## src/rtl/mem_access_unit.sv

```systemverilog
// MEM-stage load/store engine: req/ack data-memory port, store lane replication,
// load lane extract and sign/zero extension. Optional abort on missing ack: MEM_TIMEOUT_EN.
module mem_access_unit #(
  parameter int ADDR_W         = 32,
  parameter int TIMEOUT_CYCLES = 16
) (
  input  logic              i_clk,
  input  logic              i_rst_n,
  input  logic              i_valid,
  input  logic              i_mem_rd,
  input  logic              i_mem_wr,
  input  logic              i_byte_rd,
  input  logic              i_2byte_rd,
  input  logic              i_4byte_rd,
  input  logic              i_signed_mem_rd,
  input  logic              i_byte_wr,
  input  logic              i_2byte_wr,
  input  logic              i_4byte_wr,
  input  logic [ADDR_W-1:0] i_addr,
  input  logic [31:0]       i_wdata,
  output logic              o_stall,
  output logic              o_dm_req,
  output logic              o_dm_we,
  output logic [ADDR_W-1:0] o_dm_addr,
  output logic [3:0]        o_dm_be,
  output logic [31:0]       o_dm_wdata,
  input  logic              i_dm_ack,
  input  logic [31:0]       i_dm_rdata,
  output logic [31:0]       o_rdata,
  output logic              o_rdata_valid,
  output logic              o_align_err,
  output logic              o_bus_err
);

  typedef enum logic [1:0] {S_IDLE, S_REQ, S_DONE} state_t;
  typedef enum logic [1:0] {SZ_BYTE, SZ_HALF, SZ_WORD} size_t;

  state_t              state_q, state_d;
  size_t               sz_q, sz_d;
  logic                sgn_q, sgn_d;
  logic [1:0]          off_q, off_d;
  logic                we_q, we_d;
  logic [ADDR_W-1:0]   addr_q, addr_d;
  logic [3:0]          be_q, be_d;
  logic [31:0]         wdata_q, wdata_d;
  logic [31:0]         rdata_q, rdata_d;
  logic                rdata_valid_q, rdata_valid_d;
  logic                align_err_q, align_err_d;
  logic                bus_err_q, bus_err_d;

  // Decode of the incoming instruction
  logic        op;
  logic        in_wr;
  logic [2:0]  sz_flags;
  size_t       in_sz;
  logic        misaligned;
  logic [3:0]  in_be;
  logic [31:0] in_wdata;
  logic [31:0] ld_ext;
  logic [7:0]  ld_byte;
  logic [15:0] ld_half;

  always_comb begin
    op       = i_valid & (i_mem_rd | i_mem_wr);
    // A combined rd+wr is treated as a store; its load flags are ignored.
    in_wr    = i_mem_wr;
    sz_flags = in_wr ? {i_4byte_wr, i_2byte_wr, i_byte_wr}
                     : {i_4byte_rd, i_2byte_rd, i_byte_rd};
    if (sz_flags[2])      in_sz = SZ_WORD;
    else if (sz_flags[1]) in_sz = SZ_HALF;
    else if (sz_flags[0]) in_sz = SZ_BYTE;
    else                  in_sz = SZ_WORD;

    misaligned = ((in_sz == SZ_HALF) && i_addr[0]) ||
                 ((in_sz == SZ_WORD) && (i_addr[1:0] != 2'b00));

    case (in_sz)
      SZ_BYTE: begin
        in_be    = 4'b0001 << i_addr[1:0];
        in_wdata = {4{i_wdata[7:0]}};
      end
      SZ_HALF: begin
        in_be    = i_addr[1] ? 4'b1100 : 4'b0011;
        in_wdata = {2{i_wdata[15:0]}};
      end
      default: begin
        in_be    = 4'b1111;
        in_wdata = i_wdata;
      end
    endcase
  end

  // Load lane extract and extension from the latched size/offset
  always_comb begin
    case (off_q)
      2'd0:    ld_byte = i_dm_rdata[7:0];
      2'd1:    ld_byte = i_dm_rdata[15:8];
      2'd2:    ld_byte = i_dm_rdata[23:16];
      default: ld_byte = i_dm_rdata[31:24];
    endcase
    ld_half = off_q[1] ? i_dm_rdata[31:16] : i_dm_rdata[15:0];
    case (sz_q)
      SZ_BYTE: ld_ext = {{24{sgn_q & ld_byte[7]}}, ld_byte};
      SZ_HALF: ld_ext = {{16{sgn_q & ld_half[15]}}, ld_half};
      default: ld_ext = i_dm_rdata;
    endcase
  end

`ifdef MEM_TIMEOUT_EN
  localparam int CNT_W = $clog2(TIMEOUT_CYCLES + 1);
  logic [CNT_W-1:0] cnt_q, cnt_d;
`endif

  always_comb begin
    state_d       = state_q;
    sz_d          = sz_q;
    sgn_d         = sgn_q;
    off_d         = off_q;
    we_d          = we_q;
    addr_d        = addr_q;
    be_d          = be_q;
    wdata_d       = wdata_q;
    rdata_d       = rdata_q;
    rdata_valid_d = 1'b0;
    align_err_d   = 1'b0;
    bus_err_d     = 1'b0;
`ifdef MEM_TIMEOUT_EN
    cnt_d         = '0;
`endif
    o_stall       = 1'b0;
    o_dm_req      = 1'b0;

    case (state_q)
      S_IDLE: begin
        if (op) begin
          if (misaligned) begin
            align_err_d = 1'b1;
          end else begin
            o_stall = 1'b1;
            sz_d    = in_sz;
            sgn_d   = i_signed_mem_rd;
            off_d   = i_addr[1:0];
            we_d    = in_wr;
            addr_d  = {i_addr[ADDR_W-1:2], 2'b00};
            be_d    = in_be;
            wdata_d = in_wdata;
            state_d = S_REQ;
          end
        end
      end
      S_REQ: begin
        o_stall  = 1'b1;
        o_dm_req = 1'b1;
        if (i_dm_ack) begin
          if (!we_q) begin
            rdata_d       = ld_ext;
            rdata_valid_d = 1'b1;
          end
          state_d = S_DONE;
        end
`ifdef MEM_TIMEOUT_EN
        else if (cnt_q == CNT_W'(TIMEOUT_CYCLES - 1)) begin
          bus_err_d = 1'b1;
          state_d   = S_DONE;
        end else begin
          cnt_d = cnt_q + 1'b1;
        end
`endif
      end
      // Release cycle: the held instruction is still on the inputs and must not be re-accepted.
      S_DONE:  state_d = S_IDLE;
      default: state_d = S_IDLE;
    endcase
  end

  always_ff @(posedge i_clk) begin
    if (!i_rst_n) begin
      state_q       <= S_IDLE;
      sz_q          <= SZ_BYTE;
      sgn_q         <= 1'b0;
      off_q         <= 2'b00;
      we_q          <= 1'b0;
      addr_q        <= '0;
      be_q          <= 4'b0000;
      wdata_q       <= 32'h0;
      rdata_q       <= 32'h0;
      rdata_valid_q <= 1'b0;
      align_err_q   <= 1'b0;
      bus_err_q     <= 1'b0;
    end else begin
      state_q       <= state_d;
      sz_q          <= sz_d;
      sgn_q         <= sgn_d;
      off_q         <= off_d;
      we_q          <= we_d;
      addr_q        <= addr_d;
      be_q          <= be_d;
      wdata_q       <= wdata_d;
      rdata_q       <= rdata_d;
      rdata_valid_q <= rdata_valid_d;
      align_err_q   <= align_err_d;
      bus_err_q     <= bus_err_d;
    end
  end

`ifdef MEM_TIMEOUT_EN
  always_ff @(posedge i_clk) begin
    if (!i_rst_n) cnt_q <= '0;
    else          cnt_q <= cnt_d;
  end
  assign o_bus_err = bus_err_q;
`else
  assign o_bus_err = 1'b0;
`endif

  assign o_dm_we       = we_q;
  assign o_dm_addr     = addr_q;
  assign o_dm_be       = be_q;
  assign o_dm_wdata    = wdata_q;
  assign o_rdata       = rdata_q;
  assign o_rdata_valid = rdata_valid_q;
  assign o_align_err   = align_err_q;

endmodule

```

## config.mk

```make
export PLATFORM = sky130hd
export DESIGN_NAME = mem_access_unit
export DESIGN_NICKNAME = d
export VERILOG_FILES = /design/src/rtl/mem_access_unit.sv
export SDC_FILE = /design/constraint.sdc
export NUM_CORES = 1
export LEC_CHECK = 0
export CAP_MARGIN = 30
export CORE_MARGIN = 1
export CORE_UTILIZATION = 38
export CTS_CLUSTER_SIZE = 40
export DETAILED_ROUTE_END_ITERATION = 10
export PLACE_DENSITY = 0.77
export RECOVER_POWER = 50
export SLEW_MARGIN = 20
export SYNTH_ARGS = -nofsm -noshare
export SYNTH_HDL_FRONTEND = slang
export SYNTH_SLANG_ARGS = --single-unit
```

## constraint.sdc

```tcl
create_clock -name i_clk -period 3.4 [get_ports i_clk]
set_clock_uncertainty 0.2 [all_clocks]
set_input_delay 0.85 -clock i_clk [delete_from_list [all_inputs] [get_ports i_clk]]
set_output_delay 0.85 -clock i_clk [all_outputs]
set_load 0.02 [all_outputs]
```

After elaboration in Yosys (flattened, before gate mapping)
Index checks and enable logic that the tools add are counted.
{"block": "totals", "latchBits": 0, "rom_bits": 0, "reg_bits": 108, "mem_count": 0, "elab_cells": 60, "ramBits": 0}
{"block": "op_classes", "bitwise_logic": 6, "div": 0, "n_reduce_logical": 13, "order_cmp": 0, "n_mux": 20, "eq_ne": 9, "multipliers": 0, "shifts": 1, "add_sub_neg": 0}
{"op": "$pmux 32 s2", "count": 2}
{"op": "$pmux 8 s3", "count": 1}
{"op": "$mux 16", "count": 1}
{"op": "$reduce_and 3->1", "count": 5}
{"op": "$mux 2", "count": 6}
{"op": "$eq 2x1->1 const B", "count": 4}
{"op": "$logic_not 2->1", "count": 4}
{"op": "$pmux 4 s2", "count": 1}
{"op": "$ne 2x2->1 const B", "count": 3}
{"op": "$mux 1", "count": 5}
{"op": "$eq 2x2->1 const B", "count": 2}
{"op": "$mux 4", "count": 1}
{"op": "$pmux 2 s2", "count": 1}
{"op": "$shl 1x2->4 const A", "count": 1}
{"op": "$and 1x1->1", "count": 3}
{"op": "$mux 3", "count": 1}
{"op": "$logic_and 1x1->1", "count": 2}
{"op": "$not 1->1", "count": 2}
{"op": "$pmux 1 s2", "count": 1}
{"op": "$reduce_bool 2->1", "count": 1}
{"op": "$logic_or 1x1->1", "count": 1}
{"op": "$or 1x1->1", "count": 1}

Longest topological paths before layout
Gate-level depths: netlist of the first run.
{"block": "logic_depth", "depth_word": 10, "depth_mapped": 8}

Least setup slack after synthesis of the first run
OpenSTA, ideal clock, no wires.
{"block": "synth_path", "path_kind": "input to output", "start": "input i_mem_wr", "end": "output o_stall", "required_time_ps": 2350, "n_path_buf": 3, "path_slack_ps": -126, "path_stages": 8, "arrival_ps": 2476, "path_cell_list": "buf_6 > nor3b_1 > or4_4 > o211a_1 > buf_4 > buf_2 > nor2_1 > nor2_1"}
{"block": "synth_via", "elab_chain_cells": 10, "word_cells_on_any_way": 14, "classes_between": "2 x eq/ne; 7 x mux; 2 x bitwise; 3 x reduce/logical"}
{"item": "start, declared", "line": "11", "text": "input logic i_mem_wr,"}
{"item": "$mux 3", "line": "67", "text": "sz_flags = in_wr ? {i_4byte_wr, i_2byte_wr, i_byte_wr}"}
{"item": "$mux 2", "line": "71", "text": "else if (sz_flags[0]) in_sz = SZ_BYTE;"}
{"item": "$mux 2", "line": "70", "text": "else if (sz_flags[1]) in_sz = SZ_HALF;"}
{"item": "$mux 2", "line": "69", "text": "if (sz_flags[2]) in_sz = SZ_WORD;"}
{"item": "$eq 2x1->1 / $eq 2x2->1 (equally long branches)", "line": "74, 75"}
{"item": "$logic_and 1x1->1, on equally long branches", "line": "74, 75"}
{"item": "$logic_or 1x1->1", "line": "74", "text": "misaligned = ((in_sz == SZ_HALF) && i_addr[0]) ||"}
{"item": "$mux 1", "line": "136", "text": "if (misaligned) begin"}
{"item": "$mux 1 (*)", "line": "135", "text": "if (op) begin"}
{"item": "$pmux 1 s2 (*)", "line": "133", "text": "case (state_q)"}
{"item": "end, declared", "line": "21", "text": "output logic o_stall,"}
Mark *: on every way between the ends. The rest lies on a longest branch, timed or not.

Worst setup path in the final report of the first run
{"block": "layout_path", "start": "input i_2byte_rd", "end": "output o_stall"}
{"block": "layout_via", "elab_chain_cells": 9, "word_cells_on_any_way": 11, "classes_between": "2 x eq/ne; 6 x mux; 3 x reduce/logical"}
{"item": "start, declared", "line": "13", "text": "input logic i_2byte_rd,"}
{"item": "$mux 3 (*)", "line": "67"}
{"item": "$mux 2 (*)", "line": "70"}
{"item": "$mux 2 (*)", "line": "69"}
{"item": "$eq 2x1->1 / $eq 2x2->1 (equally long branches)", "line": "74, 75"}
{"item": "$logic_and 1x1->1, on equally long branches", "line": "74, 75"}
{"item": "$logic_or 1x1->1 (*)", "line": "74"}
{"item": "$mux 1 (*)", "line": "136"}
{"item": "$mux 1 (*)", "line": "135"}
{"item": "$pmux 1 s2 (*)", "line": "133"}
Marked as above.

==> results of run 1 <==
-- cell families (layout without fill, tap and decap cells) --
family / Yosys count / count (layout) / synth area share, %
compound gates: 205 / 205 / 27.8
simple gates: 178 / 178 / 16.4
other cells: 1 / 3 / 0.0787
buf+inv: 58 / 267 / 6.28
mux: 17 / 17 / 4.02
flops: 108 / 108 / 45.4
-- worst paths after layout --
| kind | from | endpoint | slack (ns) | cells past startpoint |
|---|---|---|---|---|
| setup / recovery | i_2byte_rd | o_stall | 0.06 | 7 |
| hold / removal | o_dm_wdata[5] | o_dm_wdata[5] | 0.25 | 2 |
| setup reg to reg | state_q[1] | o_dm_wdata[19] | 1.14 | 7 |
| hold reg to reg | o_dm_wdata[5] | o_dm_wdata[5] | 0.25 | 2 |
-- metal layers --
metal / share of wire, % / GRT usage (%) / up-vias
met3: 8.4 / 8.02 / 24
met1: 40 / 26.7 / 2252
met4: 2.0 / 8.31 / 0
li1: - / - / 2403
met5: 0 / 0 / -
met2: 50 / 41.8 / 198
-- timing repair --
item / 4_1_cts / 5_1_grt
cloned: 0 / 0
gates resized for setup: 28 / 2
pin swaps: 4 / 2
buffers inserted: 1 / 0
endpoints found under the setup margin: 7 / 1
-- where the power goes --
group | internal (uW) | switching (uW)
Sequential | 1330 | 37.3
Combinational | 327 | 349
Clock | 594 | 463
-- registers in the layout, summed over array words and instances (netlist names) --
signal and count:
o_dm_wdata 32, o_dm_we 1, sz_q 2, sgn_q 1, o_align_err 1, state_q 2, o_dm_addr 30, o_dm_be 4
off_q 2, o_rdata 32, o_rdata_valid 1
-- stage by stage --
| stage | util, % | setup WS [ns] | hold WS, ns | instances |
|---|---|---|---|---|
| final | 61.5 | 0.0569 | 0.253 | 946 |
| after global routing | 61.5 | 0.0231 | 0.280 | 946 |
| after detailed placement | 58.6 | -0.814 | 0.250 | 928 |
| after CTS | 61.3 | 0.00536 | 0.259 | 945 |
| after floorplan | - | -0.0104 | 0.237 | 569 |
| after global placement | 58.6 | -0.784 | 0.243 | 928 |
-- critical path, cell delays in order --
cell and delay, ns:
clkdlybuf4s15_1 0.21, nor3b_4 0.17, or4_4 0.52, o211a_4 0.27
nor2_4 0.10, nor2_4 0.04, buf_6 0.13
-- cells in the final DEF, fill, tap and decap left out, drive strengths merged, types with 7 or more instances in the layout --
master and n:
buf 31, nor3 7, nand2 130, clkbuf 13
a2bb2oi 7, mux2i 9, a211oi 9, dlygate4sd3 96
clkdlybuf4s50 107, a311oi 10, inv 10, a22oi 8
a222oi 8, mux2 7, nor2 18, o21ai 49
a21oi 102, dfxtp 108
-- cell type report --
type	instances	area share [%]
tap	168	2.82
clock inverter	5	0.823
clock buffer	11	3.26
multi-input combinational	403	31.7
sequential	108	29.0
inverter	10	0.504
timing repair buffer	241	31.8
==> impl_metrics.toml, run 1 <==
[placement]
placed_area_mm2 = 0.00710
gp_congestion = 0.888
io_buffer_count = 211
place_hpwl_um = 11200

[detailed_routing]
viasPerCell = 5.16
wl_per_cell_um = 16.3
ant_nets = 0
drt_iter0_markers = 280
routed_wl_um = 15400
first_pass_iters = 5
routed-via-count = 4877
drcViolationCount = 0

[die]
io-pin-count = 215
rows = 40
initial_core_util_pct = 39.3
fp.dieH_um = 114
core_area_mm2 = 0.0121
die_x_um = 114
die-area_mm2 = 0.0130

[finish]
final_layout_size_suffix_gt1_share_pct = 11.2
seq_area_mm2 = 0.00216
num_antenna_cells = 0
multi_input_area_mm2 = 0.00236
fin_area_mm2 = 0.00745
nFillCells = 1078
syn2layout_area_growth_pct = 56.4
layout.nets = 882

[clocking]
clk_path_buf_depth = 2
cts_tree = "yes"
cts_hold_buf = 0
cts_num_sinks = 108
cts_max_level = 3
cts_buffers = 9
clkTransAtPathRegs_ns = 0.07
clk_latency_ns = 0.35
cts_root_buf = "clkbuf_16"

[sta]
hold_viol_final = 0
min_period_ns = 3.34
finalSetupTns_ns = 0
tightest_slew_ns = 1.73
setup_viol = 0
fmax_mhz = 299
finalCritPeriodShare_pct = 98.3
slew_violations = 44
relSlewSlack_pct = -15.3
grt_setup_unrepaired = "false"

[power_and_ir_drop]
power_uw = 3100
leakagePower_uw = 0.00301
peakVddDrop_uv = 384
power_density_mw_per_mm2 = 416

[synthesis]
yosysTopAreaCellShare_pct = 45.4
synth_edf_count = 0
netlist_instances = 567
post-synth-top-count-cell = "nand2_1"
synth_area_leaders = "dfxtp_1 (45%), a21oi_1 (11%), nand2_1 (10%)"
synth.distinct_cells = 47
syn_avg_cell_area_um2 = 8.40
yosys-top-cells-count = "nand2_1 (130), dfxtp_1 (108), a21oi_1 (101)"
synthArstFlopShare_pct = 0
yosys_warnings = 0
seq_area_frac_synth_pct = 45.4
syn_area_mm2 = 0.00476
synthFlopType = "dfxtp_1"
synth_seq_cells = 108
yosys.area.top_type = "dfxtp_1"

[status]
failed_checks = "max-capacitance violations, max-slew violations"
status = "finished, violations left"

[setup_path]
crit_type = "input pin to output port"
cp.arrival_ns = 2.29
end_kind = "output port"
critPathRequiredTime_ns = 2.35
worst-path-max-fanout = 2
startpoint_type = "input pin"

[grt]
grt.overflow.total = 0
grt_max_degree = 90
antenna_found_initial = 0
grt_first_pass_wirelength_um = 24300
gr-usage-all-layers_pct = 23.8
grt_pass1_vias = 4840

[flow_run]
maxCapViolations = 1

[hold_path]
hp-class = "register to register"
(Power assumes the default switching activity.)
==> run 2: changes to the inputs <==
Settings changed: CTS_CLUSTER_SIZE 40 to unset, SLEW_MARGIN 20 to 0.
==> impl_metrics.toml, run 2 (synthesis gave the netlist of run 1 again) <==
[grt]
gr-usage-all-layers_pct = 23.8
grt_pass1_vias = 4840
grt_max_degree = 90
grt_first_pass_wirelength_um = 24300
grt.overflow.total = 0
antenna_found_initial = 0

[finish]
nFillCells = 1084
multi_input_area_mm2 = 0.00236
num_antenna_cells = 0
final_cell_mix = "nand2_1 (130), dfxtp_1 (108), clkdlybuf4s50_1 (107), a21oi_1 (101), dlygate4sd3_1 (96)"
layout.nets = 881
syn2layout_area_growth_pct = 55.8
fin_area_mm2 = 0.00742
final_layout_size_suffix_gt1_share_pct = 11.1
seq_area_mm2 = 0.00216
final_common_cell = "nand2_1"

[sta]
finalCritPeriodShare_pct = 98.4
fmax_mhz = 299
grt_setup_unrepaired = "false"
slew_violations = 44
hold_viol_final = 0
setup_viol = 0
relSlewSlack_pct = -14.6
min_period_ns = 3.34
tightest_slew_ns = 1.72
fin_ws_ns = 0.0558
finalSetupTns_ns = 0

[setup_path]
startpoint_type = "input pin"
end_kind = "output port"
rrSetupSlack_ns = 0.87
critPathRequiredTime_ns = 2.35
r2r-end = "o_dm_wdata[19]"
worst-path-max-fanout = 2
r2r-start = "state_q[1]"
r2r.worst_path.cells = 6
crit_type = "input pin to output port"
cp.arrival_ns = 2.29

[status]
status = "finished, violations left"
failed_checks = "max-capacitance violations, max-slew violations"

[die]
rows = 40
fp.dieH_um = 114
io-pin-count = 215
die_x_um = 114
initial_core_util_pct = 39.3
die-area_mm2 = 0.0130
core_area_mm2 = 0.0121

[clocking]
cts_buffers = 9
cts_num_sinks = 108
cts_tree = "yes"
cts_root_buf = "clkbuf_16"
clkTransAtPathRegs_ns = 0.07
cts_max_level = 3
clk_latency_ns = 0.35
clk_path_buf_depth = 2

[power_and_ir_drop]
share_comb_of_total_power_pct = 21.6
switching_share_pct = 27.4
clkPwrFrac_pct = 34.1
peakVddDrop_uv = 384
power_density_mw_per_mm2 = 417
p_int_uw = 2250
seqPwrFrac_pct = 44.2
power_uw = 3100
p_sw_uw = 848
leakagePower_uw = 0.00300

[detailed_routing]
routed_wl_um = 15400
drt_iter0_markers = 312
viasPerCell = 5.15
wl_per_cell_um = 16.3
ant_nets = 0
drcViolationCount = 0
first_pass_iters = 6
routed-via-count = 4866

[hold_path]
holdPathEnd = "o_dm_wdata[6]"
min_from = "o_dm_wdata[6]"
hold_path_depth = 2
hp-class = "register to register"

[placement]
gp_congestion = 0.888
place_hpwl_um = 11200
place_ws_ns = -0.814
io_buffer_count = 211
placed_area_mm2 = 0.00710

[flow_run]
maxCapViolations = 1
==> run 2: changes by cell type in the layout (fill, tap and decap cells not counted) <==
cell    delta
buf_16     -1
==> run 2: how the worst max path moves through the flow <==
stage / from / end / slack, ns / cells after the start
finish: i_2byte_rd / o_stall / 0.06 / 7
global route: i_2byte_wr / o_stall / 0.02 / 7
CTS: i_mem_wr / o_stall / 0.005 / 7
detailed placement: i_mem_wr / o_stall / -0.81 / 7
global placement: i_mem_wr / o_stall / -0.78 / 7
floorplan: i_mem_wr / o_stall / -0.01 / 8
==> run 2: what timing repair did <==
action,CTS,global route
hold buffers,0,0
hold endpoints to repair,0,0
gates resized for setup,28,2
buffers inserted,1,0
endpoints found under the setup margin,7,1
pin swaps,4,2
==> run 2: stage by stage <==
stage                     hold slack, ns  util (%)  cells
final                              0.253      61.3    945
after global routing               0.280      61.3    945
after CTS                          0.259      61.3    945
after detailed placement           0.250      58.6    928
after global placement             0.243      58.6    928
after floorplan                    0.237         -    569
==> run 2: critical path: stages <==
cell	delay, ns
clkdlybuf4s15_1	0.21
nor3b_4	0.17
or4_4	0.52
o211a_4	0.27
nor2_4	0.10
nor2_4	0.04
buf_6	0.13
==> run 2: metal layers <==
layer / track usage [%] / vias up / share of wire, %
li1: - / 2402 / -
met1: 26.7 / 2250 / 40
met2: 41.8 / 192 / 50
met3: 8.02 / 22 / 8.4
met4: 8.31 / 0 / 2.0
met5: 0 / - / 0
==> run 2: layout make-up <==
cell class | count | share of cell area, %
clock buffer | 11 | 3.27
multi-input combinational | 403 | 31.9
tap | 168 | 2.83
sequential | 108 | 29.1
clock inverter | 5 | 0.826
inverter | 10 | 0.506
timing repair buffer | 240 | 31.6
==> run 2: power by group through the flow <==
| stage | Combinational (uW) | Sequential [uW] | Clock [uW] |
|---|---|---|---|
| after floorplan | 272 | 1470 | 0 |
| after global placement | 676 | 1400 | 0 |
| after detailed placement | 688 | 1400 | 0 |
| after CTS | 693 | 1370 | 1080 |
| after global routing | 718 | 1380 | 1140 |
| final | 670 | 1370 | 1060 |
==> run 3: changes to the inputs <==
Settings changed: CORE_MARGIN 1 to 2.
==> impl_metrics.toml, run 3 (synthesis gave the netlist of run 1 again) <==
[placement]
gp_congestion = 0.896
io_buffer_count = 211
place_ws_ns = -0.833
place_hpwl_um = 11500
placed_area_mm2 = 0.00711

[sta]
setup_viol = 0
fmax_mhz = 298
finalCritPeriodShare_pct = 98.7
relSlewSlack_pct = -13.0
worst_hold_slack_ns = 0.250
hold_viol_final = 0
slew_violations = 44
fin_ws_ns = 0.0427
tightest_slew_ns = 1.70
min_period_ns = 3.36
grt_setup_unrepaired = "false"

[grt]
antenna_found_initial = 0
grt_max_degree = 90
grt_pass1_vias = 4830
grt.overflow.total = 0
gr-usage-all-layers_pct = 22.4
grt_first_pass_wirelength_um = 23900

[die]
core_area_mm2 = 0.0121
rows = 40
die-area_mm2 = 0.0134
io-pin-count = 215
die_x_um = 116
initial_core_util_pct = 39.3
fp.dieH_um = 116

[setup_path]
r2r-start = "state_q[1]"
critPathRequiredTime_ns = 2.35
startpoint_type = "input pin"
rrSetupSlack_ns = 0.88
worst-path-max-fanout = 2
r2r-end = "o_dm_wdata[9]"
cp.arrival_ns = 2.31
end_kind = "output port"
r2r.worst_path.cells = 6
crit_type = "input pin to output port"

[hold_path]
holdPathEnd = "o_dm_wdata[6]"
hp-class = "register to register"
hold_path_depth = 2
min_from = "o_dm_wdata[6]"

[power_and_ir_drop]
power_density_mw_per_mm2 = 417
leakagePower_uw = 0.00298
peakVddDrop_uv = 218

[finish]
num_antenna_cells = 0
final_layout_size_suffix_gt1_share_pct = 10.8
final_cell_mix = "nand2_1 (130), dfxtp_1 (108), clkdlybuf4s50_1 (107), a21oi_1 (101), dlygate4sd3_1 (96)"
final_common_cell = "nand2_1"
syn2layout_area_growth_pct = 55.7
layout.nets = 880
fin_area_mm2 = 0.00741

[status]
status = "finished, violations left"
failed_checks = "max-capacitance violations, max-slew violations"

[detailed_routing]
wl_per_cell_um = 16.7
first_pass_iters = 5
drcViolationCount = 0
routed_wl_um = 15700
ant_nets = 0
drt_iter0_markers = 350
routed-via-count = 4980
viasPerCell = 5.28

[clocking]
cts_num_sinks = 108
cts_buffers = 9
cts_max_level = 3
cts_hold_buf = 0
cts_tree = "yes"
clk_path_buf_depth = 2
cts_root_buf = "clkbuf_16"
clk_latency_ns = 0.34
clkTransAtPathRegs_ns = 0.07

[flow_run]
maxCapViolations = 1
run 3: worst max-delay path by stage:
stage | startpoint | to | slack, ns | cells past startpoint
global placement | i_mem_wr | o_stall | -0.79 | 8
detailed placement | i_mem_wr | o_stall | -0.83 | 8
finish | i_2byte_wr | o_stall | 0.04 | 7
floorplan | i_mem_wr | o_stall | -0.01 | 8
CTS | i_2byte_wr | o_stall | 0.001 | 7
global route | i_mem_wr | o_stall | 0.007 | 8
run 3: layer usage:
layer | vias to the layer above | track usage (%) | wire, um
li1 | 2403 | - | -
met5 | - | 0 | 0
met3 | 27 | 6.75 | 1440
met1 | 2338 | 24.7 | 6140
met4 | 0 | 8.81 | 357
met2 | 212 | 40.5 | 7810
run 3: what timing repair did:
action                                 in CTS  in global routing
setup endpoints to repair                  16                  1
pin swaps                                   5                  2
resized for setup                          27                  0
endpoints found under the hold margin       0                  0
buffers inserted                            1                  0
run 3: power by group:
group	internal, uW	leakage, uW	switching (uW)
sequential	1330	0.000879	39.8
combinational	325	0.00196	347
clock	575	0.000142	475
run 3: final cells by class:
cell class / count / area (um^2)
clock inverters: 7 / 76.3
flip-flops and latches: 108 / 2160
multi-input cells: 403 / 2360
well taps: 168 / 210
fillers: 1087 / 4700
clock buffers: 9 / 225
repair buffers: 239 / 2350
inverters: 10 / 37.5
run 3: worst max-delay path, cell delays in order:
cell and delay, ns:
clkdlybuf4s15_1 0.19, and3b_4 0.18, or4_4 0.54, o211a_4 0.27, nor2_4 0.10, nor2_4 0.05
buf_6 0.13
run 3: stage by stage:
| stage | setup TNS, ns | instances | power (uW) | util, % |
|---|---|---|---|---|
| 3_3_place_gp | -18.49 | 927 | 2080 | 58.7 |
| 4_1_cts | 0 | 944 | 3150 | 61.3 |
| 2_1_floorplan | -0.0104 | 569 | 1740 | - |
| 3_5_place_dp | -25.37 | 927 | 2090 | 58.7 |
| 5_1_grt | 0 | 944 | 3230 | 61.2 |
| 6_report | 0 | 944 | 3090 | 61.2 |
